File: config.mk
export PLATFORM = sky130hd
export DESIGN_NAME = seq_event_logger
export DESIGN_NICKNAME = d
export VERILOG_FILES = /design/src/rtl/seq_event_logger.sv
export SDC_FILE = /design/constraint.sdc
export NUM_CORES = 1
export LEC_CHECK = 0
export BUFFER_PORTS_ARGS = -buffer_cell sky130_fd_sc_hd__buf_2
export CAP_MARGIN = 10
export CORE_AREA = 2 2 81 83
export DETAILED_ROUTE_END_ITERATION = 6
export DIE_AREA = 0 0 83 85
export PLACE_DENSITY = 0.76
export SYNTH_ARGS = -nofsm -noshare
export SYNTH_HDL_FRONTEND = slang
export SYNTH_SLANG_ARGS = --single-unit
File: constraint.sdc
create_clock -name clk -period 2.45 [get_ports clk]
set_input_delay 0.245 -clock clk [delete_from_list [all_inputs] [get_ports clk]]
set_output_delay 0.245 -clock clk [all_outputs]
set_load 0.03 [all_outputs]
File: src/rtl/seq_event_logger.sv
// Timestamps rising edges of a detector strobe into a first-word-fall-through event FIFO.
// Optional drop counter output enabled by defining SEQ_EVENT_DROP_CNT_EN.
module seq_event_logger #(
    parameter int TS_W  = 16,
    parameter int DEPTH = 4
) (
    input  logic                      clk,
    input  logic                      reset,
    input  logic                      det_in,
    output logic                      m_valid,
    input  logic                      m_ready,
    output logic [TS_W-1:0]           m_ts,
    output logic [$clog2(DEPTH):0]    level,
    output logic                      ovf,
    input  logic                      ovf_clr
`ifdef SEQ_EVENT_DROP_CNT_EN
    ,
    output logic [7:0]                drop_cnt
`endif
);

    localparam int AW = $clog2(DEPTH);
    localparam int LW = AW + 1;
    localparam logic [LW-1:0] FULL_LEVEL = LW'(DEPTH);

    logic [TS_W-1:0] ts_cnt_reg, ts_cnt_next;
    logic            det_q_reg;
    logic            armed_reg, armed_next;
    logic [AW-1:0]   wr_ptr_reg, wr_ptr_next;
    logic [AW-1:0]   rd_ptr_reg, rd_ptr_next;
    logic [LW-1:0]   level_reg, level_next;
    logic            ovf_reg, ovf_next;
    logic [TS_W-1:0] mem [DEPTH];

    logic det_event;
    logic full;
    logic pop;
    logic push;
    logic drop;

    // armed_reg stays low after reset until det_in is seen low, so a strobe
    // already high at release cannot masquerade as a fresh rising edge.
    always_comb begin
        det_event   = det_in & ~det_q_reg & armed_reg;
        full        = (level_reg == FULL_LEVEL);
        pop         = m_valid & m_ready;
        push        = det_event & (~full | pop);
        drop        = det_event & full & ~pop;
        ts_cnt_next = ts_cnt_reg + 1'b1;
        armed_next  = armed_reg | ~det_in;
        wr_ptr_next = wr_ptr_reg;
        rd_ptr_next = rd_ptr_reg;
        level_next  = level_reg;
        ovf_next    = ovf_reg;
        if (push) begin
            wr_ptr_next = wr_ptr_reg + 1'b1;
        end
        if (pop) begin
            rd_ptr_next = rd_ptr_reg + 1'b1;
        end
        case ({push, pop})
            2'b10:   level_next = level_reg + 1'b1;
            2'b01:   level_next = level_reg - 1'b1;
            default: level_next = level_reg;
        endcase
        if (drop) begin
            ovf_next = 1'b1;
        end else if (ovf_clr) begin
            ovf_next = 1'b0;
        end
    end

    always_ff @(posedge clk or negedge reset) begin
        if (!reset) begin
            ts_cnt_reg <= '0;
            det_q_reg  <= 1'b0;
            armed_reg  <= 1'b0;
            wr_ptr_reg <= '0;
            rd_ptr_reg <= '0;
            level_reg  <= '0;
            ovf_reg    <= 1'b0;
        end else begin
            ts_cnt_reg <= ts_cnt_next;
            det_q_reg  <= det_in;
            armed_reg  <= armed_next;
            wr_ptr_reg <= wr_ptr_next;
            rd_ptr_reg <= rd_ptr_next;
            level_reg  <= level_next;
            ovf_reg    <= ovf_next;
        end
    end

    // Storage needs no reset: contents are only observed through m_ts while level > 0.
    always_ff @(posedge clk) begin
        if (push) begin
            mem[wr_ptr_reg] <= ts_cnt_reg;
        end
    end

    assign m_valid = (level_reg != '0);
    assign m_ts    = mem[rd_ptr_reg];
    assign level   = level_reg;
    assign ovf     = ovf_reg;

`ifdef SEQ_EVENT_DROP_CNT_EN
    logic [7:0] drop_cnt_reg, drop_cnt_next;

    // A drop in the same cycle as a clear restarts the count at one.
    always_comb begin
        drop_cnt_next = drop_cnt_reg;
        if (drop) begin
            if (ovf_clr) begin
                drop_cnt_next = 8'd1;
            end else if (drop_cnt_reg != 8'hFF) begin
                drop_cnt_next = drop_cnt_reg + 8'd1;
            end
        end else if (ovf_clr) begin
            drop_cnt_next = 8'd0;
        end
    end

    always_ff @(posedge clk or negedge reset) begin
        if (!reset) begin
            drop_cnt_reg <= 8'd0;
        end else begin
            drop_cnt_reg <= drop_cnt_next;
        end
    end

    assign drop_cnt = drop_cnt_reg;
`endif

endmodule

==> flow_metrics.tcl <==
set metrics [dict create \
    postRouteAntennaNets 0 \
    timing.final.crit_share_pct 81.3 \
    clock_path_buffers 2 \
    cts_num_sinks 90 \
    hp-class "in2reg" \
    worst-endpoint-arrival_ns 1.75 \
    chipHeight_um 85 \
    synth.cells.most_frequent "sky130_fd_sc_hd__edfxtp_1 (64), sky130_fd_sc_hd__dfrtp_1 (26), sky130_fd_sc_hd__mux4_2 (16)" \
    yosys.cell_count.top_type "sky130_fd_sc_hd__edfxtp_1" \
    post_synth.cell_area_avg_um2 18.7 \
    final.setup_skew_ns 0.00996 \
    route.vias.total 1644 \
    grt_antenna_before_repair 0 \
    rows 29 \
    grt_first_pass_wirelength_um 8820 \
    largest_register_ffs 64 \
    timing_hold_violations_final 0 \
    via_per_inst 5.30 \
    outcome "completed" \
    worst_ir_drop_vdd_mv 0.674 \
    clk_latency_ns 0.35 \
    die-width_um 83 \
    cells_after_synth 187 \
    postLayoutCellArea_um2 3990 \
    synth.area.top_cells "sky130_fd_sc_hd__edfxtp_1 (55%), sky130_fd_sc_hd__dfrtp_1 (19%), sky130_fd_sc_hd__mux4_2 (10%)" \
    final.min_clock_period_ns 1.99 \
    die_area_um2 7060 \
    synth_nets 198 \
    tritoncts_clock_tree "yes" \
    placed_cells 293 \
    starting_utilization_of_the_core_area_pct 56.5 \
    timing.hold.ws_ns 0.0378 \
    antenna_cells_inserted 0 \
    tritoncts_buffers 9 \
    ys_seq_elements 90 \
    type_of_the_setup_path_with_the_least_slack "reg2out" \
    number_of_input_and_output_port_buffers_inserted 25 \
    worstSetupStartpointType "flop" \
    drc 0 \
    syn_to_final_growth_pct 14.0 \
    regToRegSetupSlack_ns 0.60 \
    cp-end-kind "output pin" \
    setup_repair_after_global_routing_missed_its_margin "false" \
    placement.cell_area_um2 3760 \
    core_region_area_um2 6200 \
    synth_edf_count 64 \
    synth_ff_type "sky130_fd_sc_hd__edfxtp_1" \
    cap_violations 0 \
    routed_len_inst_um 17.0 \
    report.final.setup_viol 0 \
    detailed_place_hpwl_um 3390 \
    timing.slew.headroom_pct 60.2 \
    ys_async_sr_fraction_pct 28.9 \
    synth_cell_types 33 \
    detail_route.wirelength_um 5260 \
    mappedNetlistArea_um2 3500 \
    p_leak_nw 1.55 \
    yosysTopAreaCell "sky130_fd_sc_hd__edfxtp_1" \
    instances_no_fill 310 \
    power.density_nw_per_um2 1070 \
    clock_tree_root_driver_cell "sky130_fd_sc_hd__clkbuf_8" \
    global_route.overflow_total 0 \
    worst_setup_hold_path_clk_slew_ns 0.08 \
    post_cts_resize_count 0 \
    timing.fmax_mhz 502 \
    worst_pin_slew_ns 0.597 \
    gr-usage-all-layers_pct 17.0 \
    finalWeightedCongestion 0.751 \
    proportion_of_layout_cells_with_a_drive_suffix_above_1_pct 30.0 \
    report.power.total_mw 4.27 \
    detail_route.iter0.violations 137 \
    grt_pass1_vias 1704 \
    seq_area_frac_synth_pct 73.4 \
    floorplan.io_pins 26 \
    fin_setup_tns_ns 0 \
    layout.nets 239 \
    cts-htree-levels 3 \
    grt_max_degree 27 \
    top_area_cell_type_share_of_the_netlist_area_pct 54.8 \
    drt_first_pass_iters 4 \
    finalMaxSlewViolations 0 \
    yosysWarningCount 0 \
    worstPathRequired_ns 2.20 \
    path_max_fanout 10 \
]
## where the power goes
group,internal (mW),total [mW],switching [mW]
clock network,0.583,1.09,0.508
registers,1.78,1.89,0.106
logic,0.508,1.29,0.778
total,2.88,4.27,1.39
## logic make-up after synthesis
family / Yosys count / share of synthesized area, %
flip-flops: 90 / 73.4
AND/OR/NAND/NOR: 37 / 6.07
XOR/XNOR: 19 / 4.75
multiplexers: 17 / 10.6
buffers and inverters: 13 / 1.79
adder cells (fa/ha/maj): 6 / 2.36
AO/OA/AOI/OAI: 5 / 1.07
## cell usage in the layout (no fill, tap or decap), types with 5 or more instances in the layout
master / count
sky130_fd_sc_hd__buf_2: 25
sky130_fd_sc_hd__buf_4: 9
sky130_fd_sc_hd__clkbuf_8: 9
sky130_fd_sc_hd__dfrtp_1: 26
sky130_fd_sc_hd__edfxtp_1: 64
sky130_fd_sc_hd__ha_1: 5
sky130_fd_sc_hd__inv_1: 8
sky130_fd_sc_hd__mux4_2: 16
sky130_fd_sc_hd__nand2_1: 10
sky130_fd_sc_hd__nor2_1: 7
sky130_fd_sc_hd__xnor2_1: 10
sky130_fd_sc_hd__xor2_1: 9
## worst max-delay path, stage by stage, from the launching register on
cell                      delay (ns)
sky130_fd_sc_hd__dfrtp_1        0.61
sky130_fd_sc_hd__buf_4          0.29
sky130_fd_sc_hd__mux4_2         0.31
sky130_fd_sc_hd__buf_2          0.19
## worst paths after layout
| check | depth (start not counted) | start | endpoint |
|---|---|---|---|
| worst min register to register | 1 | armed_reg | armed_reg |
| worst max register to register | 6 | level[0] | level[2] |
| min in group asynchronous | 2 | reset | ts_cnt_reg[7] |
| worst min-delay path | 1 | det_in | det_q_reg |
| max in group asynchronous | 2 | reset | ts_cnt_reg[4] |
| worst max-delay path | 3 | rd_ptr_reg[1] | m_ts[0] |
## layout make-up
type                            instances  area [um^2]
Inverter                                8         30.0
Sequential cell                        90         2570
Multi-Input combinational cell         84          870
Fill cell                             423         2210
Tap cell                               77         96.3
Clock inverter                          7         98.8
Clock buffer                            9          124
Timing Repair Buffer                   35          203
## routing by layer
| metal | wire length, um | global-route usage [%] |
|---|---|---|
| met5 | 0 | 0 |
| met4 | 80 | 8.05 |
| met3 | 193 | 4.38 |
| met2 | 2620 | 26.8 |
| met1 | 2370 | 22.4 |
## through the flow
| stage | utilization (%) | setup WS [ns] |
|---|---|---|
| after floorplan | - | 0.519 |
| after global placement | 60.6 | 0.677 |
| after detailed placement | 60.6 | 0.620 |
| after CTS | 64.4 | 0.436 |
| after global routing | 64.4 | 0.365 |
| final | 64.4 | 0.458 |
## what timing repair did
| action | in CTS | in global routing |
|---|---|---|
| hold buffers | 1 | 0 |
| endpoints found under the setup margin | 0 | 0 |
| buffers inserted | 0 | 0 |
| endpoints found under the hold margin | 26 | 0 |
Power figures use the tool's default switching activity.
